$ cat src/rtl/rv_trace_pkg.sv
// Shared types and limits for the commit trace buffer.
// Optional RV_TRACE_SEQ_EN adds a 16-bit sequence field to each record.
package rv_trace_pkg;

  localparam int DROP_CNT_W = 16;
  localparam logic [DROP_CNT_W-1:0] DROP_CNT_MAX = 16'hFFFF;
  localparam int SEQ_W = 16;

  typedef struct packed {
    logic [31:0] pc;
    logic [4:0]  rd;
    logic [31:0] data;
`ifdef RV_TRACE_SEQ_EN
    logic [SEQ_W-1:0] seq;
`endif
  } commit_rec_t;

endpackage

$ cat src/rtl/rv_trace_fifo.sv
// Circular FIFO of commit records, first-word fall-through.
// Ports: push/wdata in, pop in, rdata out, full/empty/level out.
module rv_trace_fifo
  import rv_trace_pkg::*;
#(
  parameter int DEPTH = 16,
  localparam int AW = $clog2(DEPTH)
) (
  input  logic        clk,
  input  logic        rst_n,
  input  logic        push_i,
  input  commit_rec_t wdata_i,
  input  logic        pop_i,
  output commit_rec_t rdata_o,
  output logic        full_o,
  output logic        empty_o,
  output logic [AW:0] level_o
);

  logic [AW:0] wptr_q, wptr_d;
  logic [AW:0] rptr_q, rptr_d;
  commit_rec_t mem_q [DEPTH];
  logic do_push;
  logic do_pop;

  assign empty_o = (wptr_q == rptr_q);
  assign full_o  = (wptr_q[AW-1:0] == rptr_q[AW-1:0]) &
                   (wptr_q[AW] != rptr_q[AW]);

  // A push into a full FIFO is legal only when the head leaves this cycle.
  assign do_pop  = pop_i & ~empty_o;
  assign do_push = push_i & (~full_o | do_pop);

  assign wptr_d = do_push ? wptr_q + 1'b1 : wptr_q;
  assign rptr_d = do_pop  ? rptr_q + 1'b1 : rptr_q;

  assign rdata_o = mem_q[rptr_q[AW-1:0]];
  assign level_o = wptr_q - rptr_q;

  always_ff @(posedge clk or negedge rst_n) begin
    if (!rst_n) begin
      wptr_q <= '0;
      rptr_q <= '0;
      for (int i = 0; i < DEPTH; i++) begin
        mem_q[i] <= '0;
      end
    end else begin
      wptr_q <= wptr_d;
      rptr_q <= rptr_d;
      if (do_push) begin
        mem_q[wptr_q[AW-1:0]] <= wdata_i;
      end
    end
  end

endmodule

$ cat src/rtl/rv_commit_trace_buf.sv
// Commit trace buffer: qualifies writeback commits, buffers, counts drops.
// Ports: commit_* in, trace_* valid/ready out, level/overflow/drop_cnt.
// Macro RV_TRACE_SEQ_EN adds the trace_seq output and sequence counter.
module rv_commit_trace_buf
  import rv_trace_pkg::*;
#(
  parameter int DEPTH   = 16,
  parameter bit DROP_X0 = 1'b1,
  localparam int LW = $clog2(DEPTH) + 1
) (
  input  logic                  clk,
  input  logic                  reset_n,
  input  logic                  trace_en,
  input  logic                  commit_valid,
  input  logic [31:0]           commit_pc,
  input  logic [4:0]            commit_rd,
  input  logic [31:0]           commit_data,
  output logic                  trace_valid,
  input  logic                  trace_ready,
  output logic [31:0]           trace_pc,
  output logic [4:0]            trace_rd,
  output logic [31:0]           trace_data,
`ifdef RV_TRACE_SEQ_EN
  output logic [SEQ_W-1:0]      trace_seq,
`endif
  output logic [LW-1:0]         level,
  output logic                  overflow,
  output logic [DROP_CNT_W-1:0] drop_cnt
);

  logic        push_req;
  logic        pop;
  logic        full;
  logic        empty;
  logic        drop;
  commit_rec_t wrec;
  commit_rec_t hrec;

  logic                  ovf_q, ovf_d;
  logic [DROP_CNT_W-1:0] drop_q, drop_d;

  assign push_req = commit_valid & trace_en &
                    ~(DROP_X0 & (commit_rd == 5'd0));
  assign pop      = ~empty & trace_ready;
  // The core cannot stall, so a full buffer loses the record.
  assign drop     = push_req & full & ~pop;

`ifdef RV_TRACE_SEQ_EN
  logic [SEQ_W-1:0] seq_q, seq_d;

  // Counts every qualified commit, dropped or not, so gaps are visible.
  assign seq_d = push_req ? seq_q + 1'b1 : seq_q;

  always_ff @(posedge clk or negedge reset_n) begin
    if (!reset_n) begin
      seq_q <= '0;
    end else begin
      seq_q <= seq_d;
    end
  end

  assign wrec.seq  = seq_q;
  assign trace_seq = hrec.seq;
`endif

  assign wrec.pc   = commit_pc;
  assign wrec.rd   = commit_rd;
  assign wrec.data = commit_data;

  rv_trace_fifo #(
    .DEPTH (DEPTH)
  ) u_fifo (
    .clk     (clk),
    .rst_n   (reset_n),
    .push_i  (push_req),
    .wdata_i (wrec),
    .pop_i   (pop),
    .rdata_o (hrec),
    .full_o  (full),
    .empty_o (empty),
    .level_o (level)
  );

  always_comb begin
    ovf_d  = ovf_q;
    drop_d = drop_q;
    if (drop) begin
      ovf_d = 1'b1;
      if (drop_q != DROP_CNT_MAX) begin
        drop_d = drop_q + 1'b1;
      end
    end
  end

  always_ff @(posedge clk or negedge reset_n) begin
    if (!reset_n) begin
      ovf_q  <= 1'b0;
      drop_q <= '0;
    end else begin
      ovf_q  <= ovf_d;
      drop_q <= drop_d;
    end
  end

  assign trace_valid = ~empty;
  assign trace_pc    = hrec.pc;
  assign trace_rd    = hrec.rd;
  assign trace_data  = hrec.data;
  assign overflow    = ovf_q;
  assign drop_cnt    = drop_q;

endmodule

$ cat config.mk
export PLATFORM = sky130hd
export DESIGN_NAME = rv_commit_trace_buf
export DESIGN_NICKNAME = d
export VERILOG_FILES = /design/src/rtl/rv_trace_pkg.sv /design/src/rtl/rv_trace_fifo.sv /design/src/rtl/rv_commit_trace_buf.sv
export SDC_FILE = /design/constraint.sdc
export NUM_CORES = 2
export LEC_CHECK = 0
export CAP_MARGIN = 30
export CORE_MARGIN = 1
export CORE_UTILIZATION = 58
export CTS_BUF_LIST = sky130_fd_sc_hd__clkbuf_4 sky130_fd_sc_hd__clkbuf_8
export DETAILED_ROUTE_END_ITERATION = 10
export MAX_ROUTING_LAYER = met4
export PLACE_DENSITY = 0.79
export SYNTH_ARGS = -nofsm -noshare
export SYNTH_HDL_FRONTEND = slang
export SYNTH_SLANG_ARGS = --single-unit
$ cat constraint.sdc
create_clock -name clk -period 3.45 [get_ports clk]
set_clock_uncertainty 0.15 [all_clocks]
set_input_delay 0.69 -clock clk [delete_from_list [all_inputs] [get_ports clk]]
set_output_delay 0.69 -clock clk [all_outputs]
set_load 0.01 [all_outputs]
# Word-level counts from Yosys, hierarchy flattened
# Index checks and enable logic that the tools add are counted.
# totals
ff_bits	1131
latch_bits	0
mem_bits_rw	0
romBits	0
input_bits	74
out_inout_bits	92
wordCells	87
mem_count	0
# classes
add_sub_neg	4
n_mul	0
div_mod_pow	0
n_lt_le_gt_ge	3
eq_ne	4
shifts	0
n_mux	6
bitwise_logic	15
reduce_logical	3
# op_table
cell	n
bitwise mux 1104 bit	1
binary-select mux 69 bit (select 4 bit)	1
demux 69 bit (select 4 bit)	1
two-way mux 69 bit	3
adder 16 x 1 -> 16 bit (second input constant)	1
!= test 16 bit (second input constant)	1
adder 5 x 1 -> 5 bit (second input constant)	2
greater-or-equal comparator 5 bit (second input constant)	2
NOT 4 -> 5 bit	2
bitwise AND 1 bit	8
equality test 5 bit	1
logical NOT 5 bit	1
less-than comparator 5 x 1 -> 1 bit (second input constant)	1
subtractor 5 bit	1
equality test 4 bit	1
NOT 1 bit	4
AND reduction 2 bit	1
logical AND 1 bit	1
!= test 1 bit	1
OR 1 bit	1

# Depth between registers and ports, before layout
# depth
ltp_word	6
ltp_mapped	13
ltp_nobuf	7

# Cells and area by module
# A second synthesis with hierarchy kept.
# unflattened
cells_unflattened	3283
hier_area_um2	51699.6
# by_module_without_submodules
module	n_inst	cells_per_inst	area_per_inst_um2	seq_area_each_um2
rv_trace_fifo	1	3208	50828.7	27876.7
rv_commit_trace_buf	1	75	870.8	425.4

# Least setup slack after synthesis
# Ideal clock, no wire load.
# synth_path
path_kind	reg-to-reg
start	register u_fifo.rptr_q[2]
end	register u_fifo.mem_q[22] (netlist bit)
setup_time_ns	0.125
t_arrival_ns	3.206
required_ns	3.175
setup_slack_ns	-0.031
stages_incl_launch_ff	13
n_path_buf	6
period_less_slack_ns	3.481
cell_sequence	dfrtp_1 -> buf_1 -> clkbuf_1 -> inv_2 -> clkbuf_1 -> ha_1 -> nand4_1 -> nor3_1 -> buf_6 -> buf_6 -> nor4b_4 -> buf_6 -> mux2_2
# synth_between
elab_chain_len	6
elab_cells_between_ends	9
cone_classes	2 x eq/ne; 7 x bitwise
# synth_rtl
item	line	text
start, declared	rv_trace_fifo.sv:21	logic [AW:0] rptr_q, rptr_d;
start signal, assigned	rv_trace_fifo.sv:49	rptr_q <= rptr_d;
equality test 5 bit	rv_trace_fifo.sv:26	assign empty_o = (wptr_q == rptr_q);
NOT 1 bit	rv_trace_fifo.sv:31, rv_commit_trace_buf.sv:44	
bitwise AND 1 bit	rv_commit_trace_buf.sv:44	assign pop = ~empty & trace_ready;
bitwise AND 1 bit	rv_trace_fifo.sv:31	assign do_pop = pop_i & ~empty_o;
OR 1 bit *	rv_trace_fifo.sv:32	assign do_push = push_i & (~full_o | do_pop);
bitwise AND 1 bit *	rv_trace_fifo.sv:32	
end signal, assigned by index	rv_trace_fifo.sv:51	mem_q[wptr_q[AW-1:0]] <= wdata_i;
end, declared	rv_trace_fifo.sv:22	commit_rec_t mem_q [DEPTH];
# Every way passes the cells marked *; elsewhere a longest branch is shown, timed or not.
# A chain may end at the register's enable or synchronous reset.

# Worst setup path after layout
# layout_path
start	register u_fifo.rptr_q[0]
end	output port trace_pc[6]
# layout_between
elab_chain_len	4
# layout_rtl
item	line	text
NOT 4 -> 5 bit (implied by the code)	rv_trace_fifo.sv:37	assign rdata_o = mem_q[rptr_q[AW-1:0]];
binary-select mux 69 bit (select 4 bit)	rv_trace_fifo.sv:37	
two-way mux 69 bit (implied by the code) (2 in a row)	rv_trace_fifo.sv:37	
end, declared	rv_commit_trace_buf.sv:20	output logic [31:0] trace_pc,
# Every way passes these cells. The select of a mux whose other input is x is not followed.

==> reports/summary.txt <==
Die X = 301 microns
Synth warnings = 0
Post-route design area = 61900 sq um
Layout Nets = 3753
RSZ-0062 raised after global routing = yes
Register area = 28300 sq um
Clock insertion delay at the later pin of the skew report = 0.86 ns
Total CTS buffers = 182
Die area = 90700 sq um
Setup violators final = 73
Worst setup SP type = register
Vias in the first global route = 34700
Status = complete, but fails checks
Port Buf Inserts = 165
Overflow after GRT = 0
Static leakage = 27.5 nW
First DRT Iteration DRCs = 2342
Max Clk Rate = 0.267 GHz
Post-Synthesis Net Count = 3455
Syn Area/Cell = 15.4 sq um
Final non-filler cell total = 4974
CTS sink count = 1131
H-tree levels = 4
Netlist cell types = 47
Setup ws final = -0.296 ns
Filler cell count = 5418
CORE AREA = 88500 sq um
Yosys reg bits = 1131
Area delta synth->final = 19.3%
DRT antenna net count = 0
Worst VDD drop = 692 uV
Maximum clock path buffer count = 3
Post-Synthesis Cells = 3370
Layout cells sized above 1 = 56.6%
Die height = 301 microns
Vias = 31400
Most frequent cells in the layout = dfrtp_1 (1127), mux2_2 (988), mux4_2 (276)
Most common cell after layout, fill and taps aside = dfrtp_1
Cell Rows = 109
Number of max-cap violations = 0
Sequential area share after synthesis = 54.5%
Multi-input combinational cell area = 22900 sq um
Global-route wire length before repair = 209000 microns
Ports = 166
Vias per cell = 6.31
Crit share post-route = 109%
Failing checks = design-rule violations, negative setup slack
GRT Total Usage = 31.3%
Mapped Area = 51900 sq um
Drt first pass iters = 8
Placed wire-length estimate = 76300 microns
CP endpoint kind = output pin
Worst slew margin = 38.9%
Cell Pwr Density = 993 nW/um^2
GPL Wtd Cong = 0.849
DRC viols = 42
Placed Area = 55900 sq um
Antenna violations before repair = 8
Setup TNS = -15.91 ns
Post-synth top flop = dfrtp_1
Routed WL = 133000 microns
Initial Util = 58.6%
FFs w/ async S/R, synth = 100%
Worst EP arrival = 2.91 ns
Data required time of the worst path = 2.61 ns
HP Class = in -> async
Fin. max-slew vios = 0
Clock slew at reported path FFs = 0.07 ns
Hold slack = 0.288 ns
Max Fanout on Critical Path = 13
Post-placement cell count = 4566
Routed length per instance = 26.8 microns
Largest net degree at the start of global routing = 117
Tightest Pin Transition = 0.916 ns
R2R depth = 8
Post-synth EDFFs = 0
CTS tree = yes
Min Clock Period, post-route = 3.75 ns
Final Hold Fails = 0
CP Class = reg -> out
Root buffer cell = clkbuf_8
-- path summary, 6_finish.rpt --
kind	start	endpoint	slack, ns
setup / recovery	u_fifo.rptr_q[0]	trace_pc[6]	-0.30
hold / removal	reset_n	u_fifo.mem_q[648]	0.29
setup reg to reg	u_fifo.rptr_q[0]	u_fifo.mem_q[266]	0.33
hold reg to reg	u_fifo.mem_q[49]	u_fifo.mem_q[49]	0.33
max in group asynchronous	reset_n	u_fifo.mem_q[323]	1.71
min in group clk	u_fifo.mem_q[49]	u_fifo.mem_q[49]	0.33
-- per-stage QoR --
step                      worst slack (ns)  power (mW)  utilization, %
final                               -0.296        61.5            69.9
after global routing                -0.368        64.4            69.9
after CTS                           -0.358        60.2            69.1
after detailed placement             0.110        46.0            63.1
after global placement              0.0993        44.6            63.1
after floorplan                     0.0911        37.4               -
-- worst max-delay path, stage by stage, from the launching register on --
cell	delay (ns)
dfrtp_4	0.54
buf_12	0.19
buf_16	0.17
buf_12	0.14
mux4_2	0.31
nand2_1	0.05
and3_1	0.21
a31oi_1	0.24
buf_2	0.19
-- cell usage after synthesis (7+ instances only) --
library cell | count | area [sq um]
xor2_1 | 19 | 166
mux2_1 | 28 | 315
buf_1 | 17 | 63.8
and3_1 | 74 | 463
inv_1 | 7 | 26.3
ha_1 | 10 | 125
mux2_2 | 988 | 11100
mux2_4 | 90 | 1350
nand2_1 | 295 | 1110
dfrtp_1 | 1131 | 28300
buf_6 | 27 | 304
buf_2 | 110 | 551
xnor2_1 | 7 | 61.3
a31oi_1 | 69 | 432
nand4_1 | 11 | 68.8
mux4_2 | 276 | 6220
nor4_1 | 11 | 68.8
clkbuf_1 | 139 | 522
nor3_4 | 9 | 146
-- layout make-up --
type                    count  area share (%)
diodes                      9          0.0364
inverters                   9          0.0586
multi-input cells        1934            36.9
clock buffers             295            5.89
repair buffers            410            8.60
well taps                1165            2.35
flip-flops and latches   1131            45.7
clock inverters            21           0.378
-- layer usage --
metal	share of wire, %	vias to the layer above	GRT usage, %
met3	6.1	243	5.89
met1	42	17100	41.5
li1	-	13000	-
met2	50	1066	48.6
met5	0	-	-
met4	2.3	0	11.1
-- kinds of logic (layout without fill, tap and decap cells) --
| kind of cell | after synthesis | after routing | share of synthesized area [%] |
|---|---|---|---|
| AO/OA/AOI/OAI | 79 | 79 | 0.974 |
| XOR/XNOR | 27 | 27 | 0.470 |
| other | 0 | 9 | 0 |
| AND/OR/NAND/NOR | 435 | 435 | 4.19 |
| multiplexers | 1382 | 1382 | 36.6 |
| buffers and inverters | 305 | 735 | 2.91 |
| flip-flops | 1131 | 1131 | 54.5 |
| adder cells (fa/ha/maj) | 11 | 11 | 0.280 |
-- registers in the layout, indices dropped and copies added (netlist names) --
name	count
u_fifo.rptr_q	5
u_fifo.wptr_q	5
overflow	1
u_fifo.mem_q	1104
drop_cnt	16
-- power breakdown --
| group | internal, mW | leakage [nW] | total (mW) | switching, mW |
|---|---|---|---|---|
| Combinational | 15.5 | 10.9 | 26.5 | 11.1 |
| Clock | 6.77 | 2.06 | 12.2 | 5.40 |
| Sequential | 19.4 | 14.6 | 22.8 | 3.40 |
| Total | 41.6 | 27.5 | 61.5 | 19.9 |
-- timing repair --
action / CTS / global route
pin swaps: 27 / 25
cloned: 22 / 3
buffers inserted: 43 / 19
endpoints found under the hold margin: 49 / 0
setup endpoints to repair: 74 / 74
resized for setup: 438 / 105
hold buffers: 1 / 0
Note: power is estimated with default switching activity, not from simulation.
